$ cat config.mk
export PLATFORM = sky130hd
export DESIGN_NAME = fifo_ctrl
export DESIGN_NICKNAME = d
export VERILOG_FILES = /design/src/rtl/fifo_ctrl_pkg.sv /design/src/rtl/fifo_ptr.sv /design/src/rtl/fifo_ctrl.sv
export SDC_FILE = /design/constraint.sdc
export NUM_CORES = 1
export LEC_CHECK = 0
export ABC_AREA = 1
export BUFFER_PORTS_ARGS = -buffer_cell sky130_fd_sc_hd__buf_2
export CORE_MARGIN = 2
export CORE_UTILIZATION = 50
export CTS_BUF_LIST = sky130_fd_sc_hd__clkbuf_2
export CTS_CLUSTER_DIAMETER = 150
export DETAILED_ROUTE_END_ITERATION = 6
export GPL_ROUTABILITY_DRIVEN = 0
export PLACE_DENSITY = 0.76
export SYNTH_ARGS = -nofsm -noshare
export SYNTH_HDL_FRONTEND = slang
export SYNTH_SLANG_ARGS = --single-unit
$ cat constraint.sdc
create_clock -name clk -period 2.7 [get_ports clk]
set_clock_uncertainty 0.05 [all_clocks]
set_input_delay 0.405 -clock clk [delete_from_list [all_inputs] [get_ports clk]]
set_output_delay 0.405 -clock clk [all_outputs]
set_load 0.1 [all_outputs]
$ cat src/rtl/fifo_ctrl_pkg.sv
// Shared definitions for the FIFO controller: FSM state encoding and sizing helpers.
package fifo_ctrl_pkg;

    localparam int unsigned FIFO_ADDR_SIZE_DEF = 6;

    typedef enum logic [1:0] {
        ST_INIT   = 2'b00,
        ST_ACTIVE = 2'b01,
        ST_ERROR  = 2'b10
    } fifo_state_e;

    function automatic int unsigned fifo_depth(input int unsigned addr_size);
        return 32'd1 << addr_size;
    endfunction

endpackage

$ cat src/rtl/fifo_ptr.sv
// Wrapping RAM address counter; advances by one on inc and rolls over at DEPTH.
module fifo_ptr #(
    parameter int ADDR_SIZE = 6
) (
    input  logic                 clk,
    input  logic                 reset_L,
    input  logic                 inc,
    output logic [ADDR_SIZE-1:0] ptr
);

    logic [ADDR_SIZE-1:0] ptr_r;

    // Pointer register; natural overflow of the ADDR_SIZE vector gives the wrap.
    always_ff @(posedge clk or negedge reset_L) begin
        if (!reset_L) begin
            ptr_r <= {ADDR_SIZE{1'b0}};
        end else if (inc) begin
            ptr_r <= ptr_r + ADDR_SIZE'(1);
        end
    end

    assign ptr = ptr_r;

endmodule

$ cat src/rtl/fifo_ctrl.sv
// FIFO control/sequencing for RAM_memory: push/pop acceptance, RAM enables and
// addresses, occupancy tracking, status flags and sticky overflow/underflow error.
module fifo_ctrl
    import fifo_ctrl_pkg::*;
#(
    parameter int ADDR_SIZE = 6,
    parameter int CNT_SIZE  = ADDR_SIZE + 1
) (
    input  logic                 clk,
    input  logic                 reset_L,
    input  logic                 push,
    input  logic                 pop,
    input  logic [ADDR_SIZE-1:0] umbral_alto,
    input  logic [ADDR_SIZE-1:0] umbral_bajo,
    output logic                 write,
    output logic                 read,
    output logic [ADDR_SIZE-1:0] wr_ptr,
    output logic [ADDR_SIZE-1:0] rd_ptr,
    output logic                 valid_out,
    output logic [CNT_SIZE-1:0]  count,
    output logic                 full,
    output logic                 empty,
    output logic                 almost_full,
    output logic                 almost_empty,
    output logic                 fifo_error
);

    localparam logic [CNT_SIZE-1:0] DEPTH_C = CNT_SIZE'(fifo_depth(ADDR_SIZE));

    fifo_state_e          state_r, state_s;
    logic [ADDR_SIZE-1:0] alto_r, alto_s;
    logic [ADDR_SIZE-1:0] bajo_r, bajo_s;
    logic [CNT_SIZE-1:0]  count_r, count_s;
    logic                 push_acc_s, pop_acc_s, ovf_s, unf_s;
    logic                 full_r, empty_r, af_r, ae_r;
    logic                 full_s, empty_s, af_s, ae_s;
    logic                 valid_r, error_r;

    // Next-state and request acceptance; a rejected half of a request is what trips ERROR.
    always_comb begin
        state_s    = state_r;
        alto_s     = alto_r;
        bajo_s     = bajo_r;
        push_acc_s = 1'b0;
        pop_acc_s  = 1'b0;
        ovf_s      = 1'b0;
        unf_s      = 1'b0;
        case (state_r)
            ST_INIT: begin
                alto_s  = umbral_alto;
                bajo_s  = umbral_bajo;
                state_s = ST_ACTIVE;
            end
            ST_ACTIVE: begin
                push_acc_s = push & ~full_r;
                pop_acc_s  = pop & ~empty_r;
                ovf_s      = push & full_r;
                unf_s      = pop & empty_r;
                if (ovf_s || unf_s) begin
                    state_s = ST_ERROR;
                end else begin
                    state_s = ST_ACTIVE;
                end
            end
            ST_ERROR: begin
                state_s = ST_ERROR;
            end
            default: begin
                state_s = ST_INIT;
            end
        endcase
    end

    // Next occupancy and the flags derived from it, so flags land together with count.
    always_comb begin
        count_s = count_r;
        if (push_acc_s && !pop_acc_s) begin
            count_s = count_r + CNT_SIZE'(1);
        end else if (pop_acc_s && !push_acc_s) begin
            count_s = count_r - CNT_SIZE'(1);
        end else begin
            count_s = count_r;
        end
        full_s  = (count_s == DEPTH_C);
        empty_s = (count_s == {CNT_SIZE{1'b0}});
        af_s    = (count_s >= CNT_SIZE'(alto_s));
        ae_s    = (count_s <= CNT_SIZE'(bajo_s));
    end

    // Control state, thresholds, occupancy and registered status.
    always_ff @(posedge clk or negedge reset_L) begin
        if (!reset_L) begin
            state_r <= ST_INIT;
            alto_r  <= {ADDR_SIZE{1'b0}};
            bajo_r  <= {ADDR_SIZE{1'b0}};
            count_r <= {CNT_SIZE{1'b0}};
            full_r  <= 1'b0;
            empty_r <= 1'b1;
            af_r    <= 1'b0;
            ae_r    <= 1'b1;
            valid_r <= 1'b0;
            error_r <= 1'b0;
        end else begin
            state_r <= state_s;
            alto_r  <= alto_s;
            bajo_r  <= bajo_s;
            count_r <= count_s;
            valid_r <= pop_acc_s;
            error_r <= error_r | ovf_s | unf_s;
            if (state_r != ST_ERROR) begin
                full_r  <= full_s;
                empty_r <= empty_s;
                af_r    <= af_s;
                ae_r    <= ae_s;
            end
        end
    end

    fifo_ptr #(.ADDR_SIZE(ADDR_SIZE)) u_wr_ptr (
        .clk     (clk),
        .reset_L (reset_L),
        .inc     (push_acc_s),
        .ptr     (wr_ptr)
    );

    fifo_ptr #(.ADDR_SIZE(ADDR_SIZE)) u_rd_ptr (
        .clk     (clk),
        .reset_L (reset_L),
        .inc     (pop_acc_s),
        .ptr     (rd_ptr)
    );

    assign write        = push_acc_s;
    assign read         = pop_acc_s;
    assign count        = count_r;
    assign valid_out    = valid_r;
    assign full         = full_r;
    assign empty        = empty_r;
    assign almost_full  = af_r;
    assign almost_empty = ae_r;
    assign fifo_error   = error_r;

endmodule

## After elaboration in Yosys (flattened, before gate mapping)

Index checks and enable logic that the tools add are counted.

- Add/sub/neg operators: 4
- Equal/unequal tests: 4
- Order comparisons: 2
- Multiplexer cells: 10
- Bitwise logic cells: 8
- Reduce and logical (&&, ||, !) cells: 7

Operator list:

| kind | number |
|---|---|
| 7-bit two-way mux | 2 |
| 6-bit by 1-bit adder with 6-bit output, second input constant | 2 |
| 6-bit two-way mux | 2 |
| 7-bit by 1-bit adder with 7-bit output, second input constant | 1 |
| 7-bit == test, second input constant | 1 |
| 7-bit by 6-bit greater-or-equal comparator with 1-bit output | 1 |
| 7-bit by 6-bit <= comparator with 1-bit output | 1 |
| 7-bit zero test | 1 |
| 7-bit by 1-bit subtractor with 7-bit output, second input constant | 1 |
| 2-bit one-hot mux with 3 select lines | 1 |
| 1-bit bitwise AND | 4 |
| 1-bit two-way mux | 4 |
| 2-bit by 1-bit == test with 1-bit output, second input constant | 1 |
| 2-bit == test, second input constant | 1 |
| 1-bit logical AND | 2 |
| 1-bit zero test | 2 |
| 2-bit zero test | 1 |
| 2-bit two-way mux | 1 |
| 2-bit != test, second input constant | 1 |
| 1-bit NOT | 2 |
| 1-bit bitwise OR | 2 |
| 1-bit logical OR | 1 |

- Output and inout port bits: 27
- Bits in registers: 39
- Logic and storage cells: 47
- Input bits: 16

## Depth between registers and ports, before layout

- Word-level depth: 8
- Depth in mapped cells: 17
- Mapped depth without buffers: 17

## By module

Synthesis repeated with hierarchy kept, for this count alone.

- Cells, all modules: 297
- Area, all modules: 2306.0 um^2

By module, submodules not included:

| module | sequential area each (um^2) | area an instance (um^2) | instances | cells an instance |
|---|---|---|---|---|
| fifo_ctrl | 678.2 | 1730.4 | 1 | 233 |
| fifo_ptr | 150.1 | 287.8 | 2 | 32 |

## Worst setup path before layout

No wires, ideal clock.

- Path kind: register -> register
- Start point: reg empty_r, in the netlist empty
- End point: reg ae_r, in the netlist almost_empty
- Setup slack: -0.889 ns
- Arrival time: 3.467 ns
- Clock period less this slack: 3.589 ns
- Library setup time: 0.072 ns
- Path buffers: 0
- Required time: 2.578 ns
- Stages on the path, launching flop included: 16
- Cells stage by stage: dfstp_2 inv_1 nand2_1 nor2_1 nand3_1 nand2_1 nand2_1 nand2_1 inv_1 ha_1 a21oi_1 o21ai_0 a21oi_1 o21ai_0 o21a_1 o21ai_1

- Longest elaborated chain between the ends: 7
- Elaborated cells on any way between the ends: 9
- Those cells by class: order compare (1); mux (3); bitwise (2); reduce/logical (3)

Ends and longest elaborated chain:

| element | RTL line | source |
|---|---|---|
| start, declared | fifo_ctrl.sv:35 | `logic full_r, empty_r, af_r, ae_r;` |
| start signal, assigned | fifo_ctrl.sv:112 | `empty_r <= empty_s;` |
| 1-bit NOT (*) | fifo_ctrl.sv:56 | `pop_acc_s = pop & ~empty_r;` |
| 1-bit bitwise AND (*) | fifo_ctrl.sv:56 |  |
| 1-bit two-way mux (*) | fifo_ctrl.sv:48 | `case (state_r)` |
| via read | fifo_ctrl.sv:16 | `output logic read,` |
| 1-bit logical AND / 1-bit zero test (equally long branches) | fifo_ctrl.sv:79, fifo_ctrl.sv:77 |  |
| 7-bit two-way mux / 1-bit logical AND (equally long branches) | fifo_ctrl.sv:79, fifo_ctrl.sv:77 |  |
| 7-bit two-way mux (*) | fifo_ctrl.sv:77 | `if (push_acc_s && !pop_acc_s) begin` |
| via count_s[2] | fifo_ctrl.sv:33 | `logic [CNT_SIZE-1:0] count_r, count_s;` |
| 7-bit by 6-bit <= comparator with 1-bit output (*) | fifo_ctrl.sv:87 | `ae_s = (count_s <= CNT_SIZE'(bajo_s));` |
| end signal, assigned | fifo_ctrl.sv:114 | `ae_r <= ae_s;` |
| end, declared | fifo_ctrl.sv:35 |  |

Mark *: on every way through the listed nets, which the timed path passes. The rest lies on a longest branch.
A chain may end at the register's enable or synchronous reset.

## Worst setup path in the final report

- Start point: reg empty_r, in the netlist empty
- End point: reg ae_r, in the netlist almost_empty

- Longest elaborated chain between the ends: 7
- Elaborated cells on any way between the ends: 9
- Those cells by class: order compare (1); mux (3); bitwise (2); reduce/logical (3)

Ends and longest elaborated chain:

| element | RTL line |
|---|---|
| 1-bit NOT (*) | fifo_ctrl.sv:56 |
| 1-bit bitwise AND (*) | fifo_ctrl.sv:56 |
| 1-bit two-way mux (*) | fifo_ctrl.sv:48 |
| 1-bit logical AND / 1-bit zero test (equally long branches) | fifo_ctrl.sv:79, fifo_ctrl.sv:77 |
| 7-bit two-way mux / 1-bit logical AND (equally long branches) | fifo_ctrl.sv:79, fifo_ctrl.sv:77 |
| 7-bit two-way mux (*) | fifo_ctrl.sv:77 |
| via count_s[2] | fifo_ctrl.sv:33 |
| 7-bit by 6-bit <= comparator with 1-bit output (*) | fifo_ctrl.sv:87 |

Marked as above.

==> results.py <==
metrics = {
    "grt": {
        "grt_pass1_wl_um": 7850,
        "grt_pass1_vias": 1760,
        "grt_max_degree": 40,
        "grt_overflow_total": 0,
        "antenna_found_initial": 0,
        "grt_usage_pct": 19.7,
    },
    "drt": {
        "drt_first_pass_iters": 4,
        "drc_errors": 0,
        "antenna_left": 0,
        "drt_iter0_drc": 64,
        "avgViaCountPerCell": 4.81,
        "vias": 1819,
        "wirelength_um": 4430,
        "wl_per_cell_um": 11.7,
    },
    "floorplanning": {
        "die_height_um": 70.6,
        "row_count": 24,
        "core_area_um2": 4320,
        "dieArea_um2": 4990,
        "die_x_um": 70.6,
        "start_util_pct": 51.3,
        "io-pin-count": 43,
    },
    "worst_setup_path": {
        "worst-endpoint-required_ns": 3.00,
        "slowest_delay_ns": 0.68,
        "cp-start-kind": "flop",
        "path_cells": "inv_1, nand2_2, nand3_4, inv_4, o21ai_1, nand2_1, inv_1, ha_1, nand2_1, o21ai_1, a21oi_1, o21ai_0, o21a_1, o21ai_1",
        "critPathMaxFanout": 8,
        "cp-end-kind": "flop",
        "crit_type": "reg2reg",
        "cp.arrival_ns": 2.74,
        "crit_path_top_delay_cell": "dfstp_4",
        "cpMostUsedCell": "o21ai_1",
    },
    "final_layout": {
        "final_cell_mix": "nand2_1 (76), inv_1 (45), buf_2 (42)",
        "syn_to_final_growth_pct": 16.6,
        "diodes": 0,
        "drive_gt1_share_pct": 24.8,
        "layout_commonest_cell": "nand2_1",
        "fin_nets": 357,
        "fin_util_pct": 59.8,
    },
    "placement": {
        "hpwlAfterDp_um": 3440,
        "dp_slack_ns": 0.197,
        "io_buffer_count": 42,
    },
    "logic_synthesis": {
        "avgSynthCellArea_um2": 8.10,
        "syn-instance-count": 274,
        "yosys.area.top_type": "dfrtp_1",
        "ys.warnings.count": 0,
        "syn_nets": 306,
        "synth_seq_cells": 39,
        "synth_area_um2": 2220,
        "synth_area_leaders": "dfrtp_1 (42%), nand2_1 (13%), ha_1 (9.0%), inv_1 (7.8%), nand3_1 (3.4%)",
        "synth_seq_area_share_pct": 44.1,
        "synthDistinctLibCells": 28,
        "synth_top_cell_area_share_pct": 41.7,
    },
    "timing": {
        "tns_ns": 0,
        "fin_crit_ns": 2.44,
        "slew_violations": 0,
        "worst_pin_slew_ns": 0.855,
        "setup_viol": 0,
        "fin_crit_sh_pct": 90.3,
        "max_freq_mhz": 410,
        "hold_violations": 0,
        "worst_slack_ns": 0.263,
        "rsz0062_at_grt": "false",
        "hold_ws_ns": 0.00804,
        "slew-limit-headroom_pct": 43.0,
    },
    "status": {
        "status": "complete, no violations",
    },
    "clock_network": {
        "clock_latency_ns": 0.41,
        "cts_sinks": 39,
        "hold_buffers": 0,
        "h-tree-depth": 2,
        "numCtsBuffers": 5,
        "cts_tree": "done",
        "clk_pin_slew_ns": 0.22,
        "clockRootBuffer": "clkbuf_2",
        "clk_path_buf_depth": 2,
    },
    "worst_hold_path": {
        "hold_path.class": "in2async",
    },
    "job": {
        "cap_violations": 0,
    },
}
[metal layers]
metal / wire [µm] / vias up / GRT usage [%]
met5: 0 / - / 0
met4: 44 / 0 / 5.03
met3: 150 / 5 / 4.27
met2: 2140 / 22 / 33.0
met1: 2100 / 835 / 26.1
li1: - / 957 / -
[metrics by stage]
step / cells / cell area, µm²
floorplan: 274 / 2240
global placement: 368 / 2520
detailed placement: 368 / 2520
global route: 378 / 2590
finish: 378 / 2590
CTS: 376 / 2560
[cells in the mapped netlist, drive strengths merged]
library cell / number
nand2: 81
inv: 50
dfrtp: 37
nor2: 22
nand3: 17
ha: 16
o21ai: 16
xor2: 7
a21oi: 6
xnor2: 6
nand4: 4
clkbuf: 2
dfstp: 2
mux2: 2
nor3: 2
a21boi: 1
nand3b: 1
o21a: 1
o22ai: 1
[layout make-up]
| cell class | instances | area (µm²) |
|---|---|---|
| clock inverter | 2 | 12.5 |
| inverter | 50 | 190 |
| fill | 394 | 1740 |
| sequential | 39 | 985 |
| clock buffer | 6 | 30.0 |
| tap | 52 | 65.1 |
| timing repair buffer | 46 | 240 |
| multi-input combinational | 183 | 1060 |
[critical path, delay by kind of cell, from the launching register on]
kind                     cells  cell delay, ns
buffers and inverters        3            0.26
AO/OA/AOI/OAI                6            0.64
flip-flops                   1            0.68
AND/OR/NAND/NOR              4            0.40
adder cells (fa/ha/maj)      1            0.34
[flip-flops by register name (all words and copies together), names as in the netlist]
signal / flops
empty: 1
valid_out: 1
count: 7
almost_full: 1
almost_empty: 1
u_wr_ptr.ptr: 6
u_rd_ptr.ptr: 6
full: 1
fifo_error: 1
state_r: 2
bajo_r: 6
alto_r: 6
[worst paths after layout]
| kind | from | end | slack (ns) | cells past startpoint |
|---|---|---|---|---|
| max in group asynchronous | reset_L | count[0] | 1.94 | 1 |
| worst max-delay path | empty | almost_empty | 0.26 | 14 |
| worst max register to register | empty | almost_empty | 0.26 | 14 |
| min in group clk | umbral_bajo[4] | bajo_r[4] | 0.20 | 3 |
| worst min register to register | u_wr_ptr.ptr[5] | u_wr_ptr.ptr[5] | 0.43 | 1 |
| worst min-delay path | reset_L | u_rd_ptr.ptr[2] | 0.008 | 1 |
[what timing repair did]
item	in CTS	in global routing
setup buffers	0	2
endpoints found under the setup margin	0	2
gates resized for setup	0	7
[kinds of logic (layout without fill, tap and decap cells)]
logic type | Yosys count | in the layout | synth area share (%)
AOI/OAI and AO/OA | 25 | 25 | 5.92
xor gates and xnor gates | 13 | 13 | 5.13
adders and majority gates | 16 | 16 | 9.02
buffers and inverters | 52 | 104 | 8.79
DFF | 39 | 39 | 44.1
muxes | 2 | 2 | 1.01
and+or+nand+nor | 127 | 127 | 26.0
Power is not shown: default switching activity piles up to over one toggle a cycle in this logic, so the estimate is an artifact.
